==> src/rtl/tdes_key_sched_if.sv <==
// Key-load and single-DES control bundle for tdes_key_sched.
// slave = scheduler side, master = driver side.
interface tdes_key_sched_if;
  logic        byte_valid;
  logic [7:0]  byte_data;
  logic        byte_ready;
  logic        key_clear;
  logic        start;
  logic        mode;
  logic        des_done;
  logic [63:0] key_out;
  logic        des_start;
  logic        des_decrypt;
  logic [1:0]  stage;
  logic        busy;
  logic        done;
  logic        keys_valid;
  logic        key_err;
  logic        timeout_err;

  modport slave (
    input  byte_valid, byte_data, key_clear,
    input  start, mode, des_done,
    output byte_ready, key_out, des_start,
    output des_decrypt, stage, busy, done,
    output keys_valid, key_err, timeout_err
  );

  modport master (
    output byte_valid, byte_data, key_clear,
    output start, mode, des_done,
    input  byte_ready, key_out, des_start,
    input  des_decrypt, stage, busy, done,
    input  keys_valid, key_err, timeout_err
  );
endinterface

==> src/rtl/tdes_key_sched.sv <==
// Triple-DES key loader and EDE stage sequencer.
// Optional odd-parity key check: define KEY_PARITY_CHECK_EN.
module tdes_key_sched #(
  parameter int unsigned TIMEOUT_CYCLES = 255
) (
  input logic             clk,
  input logic             n_rst,
  tdes_key_sched_if.slave bus
);

  typedef enum logic [1:0] {
    IDLE, LAUNCH, WAIT, FINISH
  } state_t;

  state_t        state, state_nx;
  logic [191:0]  kr;
  logic [4:0]    cnt;
  logic          mode_q;
  logic [1:0]    stg, stg_nx;
  logic [15:0]   wcnt;
  logic          tmo_q, tmo_nx;
  logic          kerr;
  logic          kvalid;
  logic          accept;
  logic          clr;
  logic          act;
  logic          sel_k1;
  logic          to_hit;
  logic [63:0]   key;

  assign kvalid = (cnt == 5'd24);
  assign accept = bus.byte_valid && bus.byte_ready;
  assign clr    = bus.key_clear && (state == IDLE);
  assign act    = (state == LAUNCH) || (state == WAIT);
  assign to_hit = (wcnt == 16'(TIMEOUT_CYCLES - 1));

  // Shift register: after 24 bytes, byte 0 sits in K1[63:56].
  always_ff @(posedge clk) begin
    if (!n_rst) begin
      cnt <= '0;
      kr  <= '0;
    end else if (clr) begin
      cnt <= '0;
    end else if (accept) begin
      cnt <= cnt + 5'd1;
      kr  <= {kr[183:0], bus.byte_data};
    end
  end

`ifdef KEY_PARITY_CHECK_EN
  always_ff @(posedge clk) begin
    if (!n_rst)
      kerr <= 1'b0;
    else if (clr)
      kerr <= 1'b0;
    else if (accept && !(^bus.byte_data))
      kerr <= 1'b1;
  end
`else
  assign kerr = 1'b0;
`endif

  always_ff @(posedge clk) begin
    if (!n_rst) begin
      state  <= IDLE;
      stg    <= '0;
      mode_q <= 1'b0;
      wcnt   <= '0;
      tmo_q  <= 1'b0;
    end else begin
      state <= state_nx;
      stg   <= stg_nx;
      tmo_q <= tmo_nx;
      if (state == IDLE && state_nx == LAUNCH)
        mode_q <= bus.mode;
      if (state == LAUNCH)
        wcnt <= '0;
      else if (state == WAIT)
        wcnt <= wcnt + 16'd1;
    end
  end

  always_comb begin
    state_nx = state;
    stg_nx   = stg;
    tmo_nx   = 1'b0;
    unique case (state)
      IDLE: begin
        if (bus.start && kvalid && !kerr)
          state_nx = LAUNCH;
      end
      LAUNCH: state_nx = WAIT;
      WAIT: begin
        // des_done beats a same-cycle timeout
        if (bus.des_done) begin
          if (stg == 2'd2) begin
            state_nx = FINISH;
          end else begin
            stg_nx   = stg + 2'd1;
            state_nx = LAUNCH;
          end
        end else if (to_hit) begin
          state_nx = IDLE;
          stg_nx   = '0;
          tmo_nx   = 1'b1;
        end
      end
      FINISH: begin
        state_nx = IDLE;
        stg_nx   = '0;
      end
      default: begin
        state_nx = IDLE;
        stg_nx   = '0;
      end
    endcase
  end

  // Decrypt walks the keys in reverse: K3, K2, K1.
  assign sel_k1 = ((stg == 2'd0) && !mode_q) ||
                  ((stg == 2'd2) && mode_q);

  always_comb begin
    key = '0;
    unique case (1'b1)
      !act:                   key = '0;
      act && (stg == 2'd1):   key = kr[127:64];
      act && sel_k1:          key = kr[191:128];
      default:                key = kr[63:0];
    endcase
  end

  assign bus.byte_ready  = (state == IDLE) && !kvalid;
  assign bus.key_out     = key;
  assign bus.des_start   = (state == LAUNCH);
  assign bus.des_decrypt = act && (mode_q ^ (stg == 2'd1));
  assign bus.stage       = stg;
  assign bus.busy        = (state != IDLE);
  assign bus.done        = (state == FINISH);
  assign bus.keys_valid  = kvalid;
  assign bus.key_err     = kerr;
  assign bus.timeout_err = tmo_q;

endmodule

==> src/flat_wrapper.sv <==
// flat-port wrapper written by rule: the top's interface ports become plain ports
module tdes_key_sched_flat 
#(
  parameter int unsigned TIMEOUT_CYCLES = 255
)
  (clk, n_rst, bus_byte_valid, bus_byte_data, bus_key_clear, bus_start, bus_mode, bus_des_done, bus_byte_ready, bus_key_out, bus_des_start, bus_des_decrypt, bus_stage, bus_busy, bus_done, bus_keys_valid, bus_key_err, bus_timeout_err);
  tdes_key_sched_if bus_i ();
  input logic clk;
  input logic n_rst;
  input wire logic [$bits(bus_i.byte_valid)-1:0] bus_byte_valid;
  input wire logic [$bits(bus_i.byte_data)-1:0] bus_byte_data;
  input wire logic [$bits(bus_i.key_clear)-1:0] bus_key_clear;
  input wire logic [$bits(bus_i.start)-1:0] bus_start;
  input wire logic [$bits(bus_i.mode)-1:0] bus_mode;
  input wire logic [$bits(bus_i.des_done)-1:0] bus_des_done;
  output wire logic [$bits(bus_i.byte_ready)-1:0] bus_byte_ready;
  output wire logic [$bits(bus_i.key_out)-1:0] bus_key_out;
  output wire logic [$bits(bus_i.des_start)-1:0] bus_des_start;
  output wire logic [$bits(bus_i.des_decrypt)-1:0] bus_des_decrypt;
  output wire logic [$bits(bus_i.stage)-1:0] bus_stage;
  output wire logic [$bits(bus_i.busy)-1:0] bus_busy;
  output wire logic [$bits(bus_i.done)-1:0] bus_done;
  output wire logic [$bits(bus_i.keys_valid)-1:0] bus_keys_valid;
  output wire logic [$bits(bus_i.key_err)-1:0] bus_key_err;
  output wire logic [$bits(bus_i.timeout_err)-1:0] bus_timeout_err;
  assign bus_i.byte_valid = bus_byte_valid;
  assign bus_i.byte_data = bus_byte_data;
  assign bus_i.key_clear = bus_key_clear;
  assign bus_i.start = bus_start;
  assign bus_i.mode = bus_mode;
  assign bus_i.des_done = bus_des_done;
  assign bus_byte_ready = bus_i.byte_ready;
  assign bus_key_out = bus_i.key_out;
  assign bus_des_start = bus_i.des_start;
  assign bus_des_decrypt = bus_i.des_decrypt;
  assign bus_stage = bus_i.stage;
  assign bus_busy = bus_i.busy;
  assign bus_done = bus_i.done;
  assign bus_keys_valid = bus_i.keys_valid;
  assign bus_key_err = bus_i.key_err;
  assign bus_timeout_err = bus_i.timeout_err;
  tdes_key_sched #(.TIMEOUT_CYCLES(TIMEOUT_CYCLES)) u_core (.clk(clk), .n_rst(n_rst), .bus(bus_i));
endmodule
==> config.mk <==
export PLATFORM = sky130hd
export DESIGN_NAME = tdes_key_sched_flat
export DESIGN_NICKNAME = d
export VERILOG_FILES = /design/src/rtl/tdes_key_sched_if.sv /design/src/rtl/tdes_key_sched.sv /design/src/flat_wrapper.sv
export SDC_FILE = /design/constraint.sdc
export NUM_CORES = 1
export LEC_CHECK = 0
export CAP_MARGIN = 0
export CELL_PAD_IN_SITES_DETAIL_PLACEMENT = 0
export CELL_PAD_IN_SITES_GLOBAL_PLACEMENT = 1
export CORE_MARGIN = 2
export CORE_UTILIZATION = 47
export DETAILED_ROUTE_END_ITERATION = 8
export PLACE_DENSITY_LB_ADDON = 0.12
export SYNTH_ARGS = -nofsm -noshare
export SYNTH_HDL_FRONTEND = slang
export SYNTH_SLANG_ARGS = --single-unit
==> constraint.sdc <==
create_clock -name clk -period 3.7 [get_ports clk]
set_clock_uncertainty 0.1 [all_clocks]
set_input_delay 0.74 -clock clk [delete_from_list [all_inputs] [get_ports clk]]
set_output_delay 0.74 -clock clk [all_outputs]
set_load 0.005 [all_outputs]
==> results.json, run 1 <==
{
  "outcome": "completed",
  "antenna_found_initial": 0,
  "path_common_cell": "a22o_1",
  "drv_slew": 0,
  "crit_start": "u_core.state[1]$_SDFF_PN0_",
  "utilization_pct": 57.2,
  "drtIter0Drc": 672,
  "setup_viol": 0,
  "cp_cell_sequence": "inv_1, ha_2, nor2b_4, nor2_4, buf_12, clkbuf_16, a22o_1, a22o_1, clkdlybuf4s50_1",
  "max_stage_delay_ps": 450,
  "gp_congestion": 0.848,
  "max-vdd-ir-drop_mv": 0.406,
  "hpwl_um": 17200,
  "routed_wl_um": 27100,
  "critPathBufInv": 4,
  "numPortBuffers": 87,
  "mappedNetlistArea_um2": 9830,
  "grt_pass1_vias": 7569,
  "worst_hold_path_type": "flip-flop to flip-flop",
  "synthArstFlopShare_pct": 0,
  "r2r-start": "u_core.cnt[0]$_SDFFE_PP0P_",
  "yosys_most_used_dff": "dfxtp_1",
  "comb_power_share_pct": 14.9,
  "required_ps": 2860,
  "r2r_cells": 8,
  "slowest_stage": "clkdlybuf4s50_1",
  "grt_max_degree": 158,
  "min_from": "u_core.kr[189]$_SDFFE_PN0P_",
  "min_path_cells": 2,
  "dieWidth_um": 149,
  "regToRegSetupSlack_ps": 1320,
  "yosysWarnings": 0,
  "syn_inst": 1157,
  "vias": 8150,
  "max_freq_ghz": 0.275,
  "grt-busiest-layer": "met2",
  "power_switching_mw": 1.54,
  "power_mw": 5.70,
  "row_count": 52,
  "cts_root_buffer": "clkbuf_16",
  "die_h_um": 149,
  "dpl_cell_area_um2": 10700,
  "worstPathArrival_ps": 2800,
  "p_int_mw": 4.16,
  "multi_input_area_um2": 4900,
  "layout_common_cells": "395 x nand2_1, 216 x dfxtp_1, 180 x a21boi_1",
  "path_class": "flip-flop to output pin",
  "use_met1_pct": 36.3,
  "wl_per_cell_um": 18.4,
  "slew_headroom_pct": 56.8,
  "min_to": "u_core.kr[189]$_SDFFE_PN0P_",
  "crit_path_end_kind": "output pin",
  "core-area_um2": 20400,
  "fin_area_um2": 11700,
  "path_max_fanout": 23,
  "vias_per_cell": 5.52,
  "clock_sinks": 219,
  "syn-num-nets": 1184,
  "holdWs_ps": 355,
  "seqCellArea_um2": 4390,
  "layout.cells.non_filler": 1477,
  "cp_top_family": "buffers and inverters",
  "drive_gt1_share_pct": 5.80,
  "layout_commonest_cell": "nand2_1",
  "htreeDepth": 1,
  "grt_pass1_wl_um": 42100,
  "synth-seq-cells": 219,
  "clock_latency_ps": 510,
  "leakage_nw": 3.99,
  "fillers": 1923,
  "startpoint_type": "flip-flop",
  "use_met3_pct": 3.25,
  "drtPass1Iterations": 5,
  "ant_nets": 0,
  "cap_violations": 0,
  "min_period_ps": 3640,
  "use_met2_pct": 36.8,
  "start_util_pct": 48.3,
  "cts_inserted_buffers": 24,
  "p_sw_share_pct": 27.0,
  "hold_viol_final": 0,
  "synth_edf_count": 0,
  "ys_seq_area_share_pct": 44.6,
  "clk_pin_slew_ps": 60,
  "synthDistinctLibCells": 42,
  "clockBufferDepth": 3,
  "clockPowerShare_pct": 42.9,
  "power_frac_seq_pct": 42.2,
  "final.period_utilization_pct": 98.4,
  "p_per_area_nw_per_um2": 489,
  "grt.overflow.total": 0,
  "die_area_um2": 22100,
  "place_inst": 1433,
  "route.detailed.drc": 0,
  "cts_tree": "yes",
  "grt_usage_pct": 23.9,
  "final_net_count": 1219,
  "area_delta_synth_final_pct": 18.6,
  "avgSynthCellArea_um2": 8.50,
  "worst_slew_pin_slew_ps": 646,
  "n_antenna_cell": 0,
  "ios": 89,
  "r2r_end": "u_core.kr[64]$_SDFFE_PN0P_"
}
## metal layers
layer / vias up / wire (um)
met4: 0 / 342
met3: 30 / 1200
li1: 4004 / -
met5: - / 0
met2: 163 / 12100
met1: 3953 / 13500
## registers in the layout, summed over array words and instances (netlist names)
name,cells
u_core.mode_q,1
u_core.state,2
u_core.bus.stage,2
u_core.wcnt,16
u_core.cnt,5
u_core.kr,192
u_core.bus.timeout_err,1
## cells in the mapped netlist, drive strengths merged, types with 2 or more instances
| master | instances | share of area [%] |
|---|---|---|
| nor4bb | 2 | 0.20 |
| buf | 47 | 3.7 |
| and2 | 3 | 0.19 |
| o21ai | 3 | 0.15 |
| dfxtp | 219 | 45 |
| nor2 | 22 | 0.84 |
| and3 | 5 | 0.32 |
| nor2b | 5 | 0.32 |
| nand2b | 2 | 0.13 |
| nor3 | 4 | 0.20 |
| or3 | 2 | 0.13 |
| inv | 11 | 0.42 |
| and4 | 3 | 0.27 |
| nand3b | 3 | 0.36 |
| xnor2 | 9 | 0.80 |
| or2 | 2 | 0.13 |
| a22o | 128 | 11 |
| nand4 | 3 | 0.19 |
| ha | 12 | 1.5 |
| a21oi | 5 | 0.25 |
| a21boi | 192 | 15 |
| nand2 | 395 | 15 |
| clkbuf | 51 | 1.9 |
| xor2 | 9 | 0.80 |
| mux2i | 4 | 0.41 |
| nand3 | 6 | 0.31 |
## power by group through the flow
stage / logic, mW / registers [mW] / clock network [mW]
CTS: 0.756 / 2.40 / 2.49
global placement: 0.757 / 2.45 / 0
global route: 0.905 / 2.41 / 2.59
floorplan: 0.536 / 2.44 / 0
detailed placement: 0.751 / 2.45 / 0
finish: 0.848 / 2.41 / 2.44
## worst max-delay path by stage
| stage | depth (start not counted) | slack [ps] | to |
|---|---|---|---|
| 6_report | 9 | 60 | bus_key_out[24] |
| 5_1_grt | 9 | -20 | bus_key_out[12] |
| 4_1_cts | 9 | 50 | bus_key_out[34] |
| 3_5_place_dp | 9 | 590 | bus_key_out[44] |
| 3_3_place_gp | 6 | 600 | bus_des_decrypt |
| 2_1_floorplan | 7 | 1050 | bus_key_out[10] |
## through the flow
stage	setup WS, ps	setup TNS, ps
finish	58.5	0
global route	-17.7	-92.1
CTS	49.0	0
detailed placement	589	0
global placement	599	0
floorplan	1050	0
## repair_timing
item                       4_1_cts  5_1_grt
setup endpoints to repair        0       63
buffers inserted                 0        1
hold buffers                     0        0
resized for setup                0       10
## cell type report
class                      count  area share, %
multi-input combinational    829           42.0
sequential                   219           37.6
timing repair buffer         107           10.1
clock buffer                  37           6.35
tap                          270           2.90
clock inverter                 4          0.601
inverter                      11          0.354
## worst min-delay path: stages (launching register included)
cell      delay [ps]
dfxtp_1          310
nand2_1           50
a21boi_1          50
## logic make-up after synthesis
group	Yosys count	synth area share, %
simple gates	460	18.9
compound gates	334	26.9
flops	219	44.6
buf+inv	109	6.04
xor+xnor	18	1.60
fa+ha+maj	12	1.53
mux	4	0.407
other cells	1	0.0381
Power figures use the tool's default switching activity.
==> run 2: changes to the inputs <==
Settings changed: MAX_ROUTING_LAYER set to met4, PLACE_DENSITY set to 0.9, PLACE_DENSITY_LB_ADDON 0.12 to unset.
==> run 2 against run 1 <==
Effect of this change: worst setup slack gained 44 ps; register-to-register slack lost 30 ps; count of clock-buffer cells in the layout shrank 1; largest power group unchanged.
==> results.json, run 2 (synthesis gave the netlist of run 1 again) <==
{
  "slowest_stage": "clkdlybuf4s50_1",
  "leakage_nw": 4.01,
  "layout_common_cells": "395 x nand2_1, 216 x dfxtp_1, 180 x a21boi_1",
  "r2r-start": "u_core.cnt[0]$_SDFFE_PP0P_",
  "vias_per_cell": 5.54,
  "cts_root_buffer": "clkbuf_16",
  "worstPathArrival_ps": 2760,
  "dieWidth_um": 149,
  "cts_inserted_buffers": 24,
  "final_net_count": 1217,
  "drtIter0Drc": 591,
  "worst_hold_path_type": "flip-flop to flip-flop",
  "largest_reg_flops": 192,
  "layout.cells.non_filler": 1475,
  "gp_congestion": 0.858,
  "startpoint_type": "flip-flop",
  "p_per_area_nw_per_um2": 494,
  "cp_cell_sequence": "inv_1, ha_1, mux2i_4, nor2b_4, nor2_4, buf_4, clkbuf_16, a22o_1, a22o_1, clkdlybuf4s50_1",
  "path_class": "flip-flop to output pin",
  "final.period_utilization_pct": 97.2,
  "cts_tree": "yes",
  "clk_pin_slew_ps": 60,
  "drive_gt1_share_pct": 5.89,
  "ant_nets": 0,
  "power_mw": 5.77,
  "max-vdd-ir-drop_mv": 0.273,
  "ios": 89,
  "place_ws_ps": 439,
  "holdWs_ps": 353,
  "min_from": "u_core.kr[191]$_SDFFE_PN0P_",
  "regToRegSetupSlack_ps": 1290,
  "core-area_um2": 20400,
  "area_delta_synth_final_pct": 18.9,
  "min_path_cells": 2,
  "r2r_cells": 8,
  "grt.overflow.total": 0,
  "grt_usage_pct": 24.0,
  "outcome": "completed",
  "hpwl_um": 16700,
  "crit_path_end_kind": "output pin",
  "grt_pass1_wl_um": 41500,
  "layout_commonest_cell": "nand2_1",
  "setup_viol": 0,
  "r2r_end": "u_core.kr[154]$_SDFFE_PN0P_",
  "path_common_cell": "a22o_1",
  "slew_headroom_pct": 46.6,
  "hold_viol_final": 0,
  "required_ps": 2860,
  "grt_max_degree": 130,
  "row_count": 52,
  "die_area_um2": 22100,
  "die_h_um": 149,
  "path_max_fanout": 14,
  "largest-register": "u_core.kr",
  "htreeDepth": 1,
  "wl_per_cell_um": 18.2,
  "fin_area_um2": 11700,
  "start_util_pct": 48.3,
  "largestRegisters": "u_core.kr: 192 flops, u_core.wcnt: 16 flops, u_core.cnt: 5 flops",
  "vias": 8178,
  "max_stage_delay_ps": 510,
  "grt_pass1_vias": 7567,
  "antenna_found_initial": 0,
  "clockBufferDepth": 3,
  "n_antenna_cell": 0,
  "worst_slew_pin_slew_ps": 801,
  "max_freq_ghz": 0.278,
  "place_inst": 1428,
  "cts_hold_buf": 0,
  "clock_sinks": 219,
  "cap_violations": 0,
  "drv_slew": 0,
  "min_to": "u_core.kr[191]$_SDFFE_PN0P_",
  "numPortBuffers": 87,
  "min_period_ps": 3600,
  "clock_latency_ps": 510,
  "route.detailed.drc": 0,
  "routed_wl_um": 26800,
  "worst_slack_ps": 102,
  "dpl_cell_area_um2": 10700,
  "drtPass1Iterations": 4
}
run 2: final cells by class:
type,count,area [um2]
Inverter,11,41.3
Sequential cell,219,4390
Fill cell,1878,8670
Timing Repair Buffer,105,1180
Tap cell,270,338
Multi-Input combinational cell,829,4900
Clock inverter,5,81.3
Clock buffer,36,757
run 2: critical path: cells and delay by family, from the launching register on:
family	cells	cell delay [ps]
multiplexers	1	170
AO/OA/AOI/OAI	2	260
adder cells (fa/ha/maj)	1	230
flip-flops	1	360
buffers and inverters	4	940
AND/OR/NAND/NOR	2	270
run 2: worst max-delay path by stage:
stage	depth (start not counted)	slack [ps]	to	start
floorplan	7	1050	bus_key_out[10]	u_core.state[0]$_SDFF_PN0_
global placement	9	460	bus_key_out[27]	u_core.bus.stage[0]$_SDFFE_PN0P_
detailed placement	9	440	bus_key_out[27]	u_core.bus.stage[0]$_SDFFE_PN0P_
CTS	5	0.4	bus_key_out[27]	u_core.state[1]$_SDFF_PN0_
global route	10	-4	bus_key_out[24]	u_core.bus.stage[0]$_SDFFE_PN0P_
finish	10	100	bus_key_out[22]	u_core.bus.stage[0]$_SDFFE_PN0P_
run 2: repair_timing:
| action | in CTS | in global routing |
|---|---|---|
| setup buffers | 0 | 3 |
| pin swaps | 0 | 1 |
| setup endpoints to repair | 38 | 64 |
| resized for setup | 3 | 10 |
| cloned | 0 | 3 |
run 2: routing by layer:
metal | part of all wire (%) | up-vias | track usage (%)
li1 | - | 4000 | -
met1 | 47 | 3968 | 33.4
met2 | 47 | 169 | 37.7
met3 | 4.0 | 41 | 2.76
met4 | 2.0 | 0 | 5.52
met5 | 0 | - | -
run 2: metrics by stage:
step	setup TNS, ps	utilization, %
after global routing	-7.75	57.4
after detailed placement	0	52.5
after CTS	0	56.7
final	0	57.4
after global placement	0	52.5
after floorplan	0	-
run 2: power breakdown:
group	internal (mW)	switching [mW]	leakage (nW)
clock network	1.54	0.957	0.417
registers	2.38	0.0242	1.77
logic	0.295	0.574	1.82
total	4.22	1.55	4.01
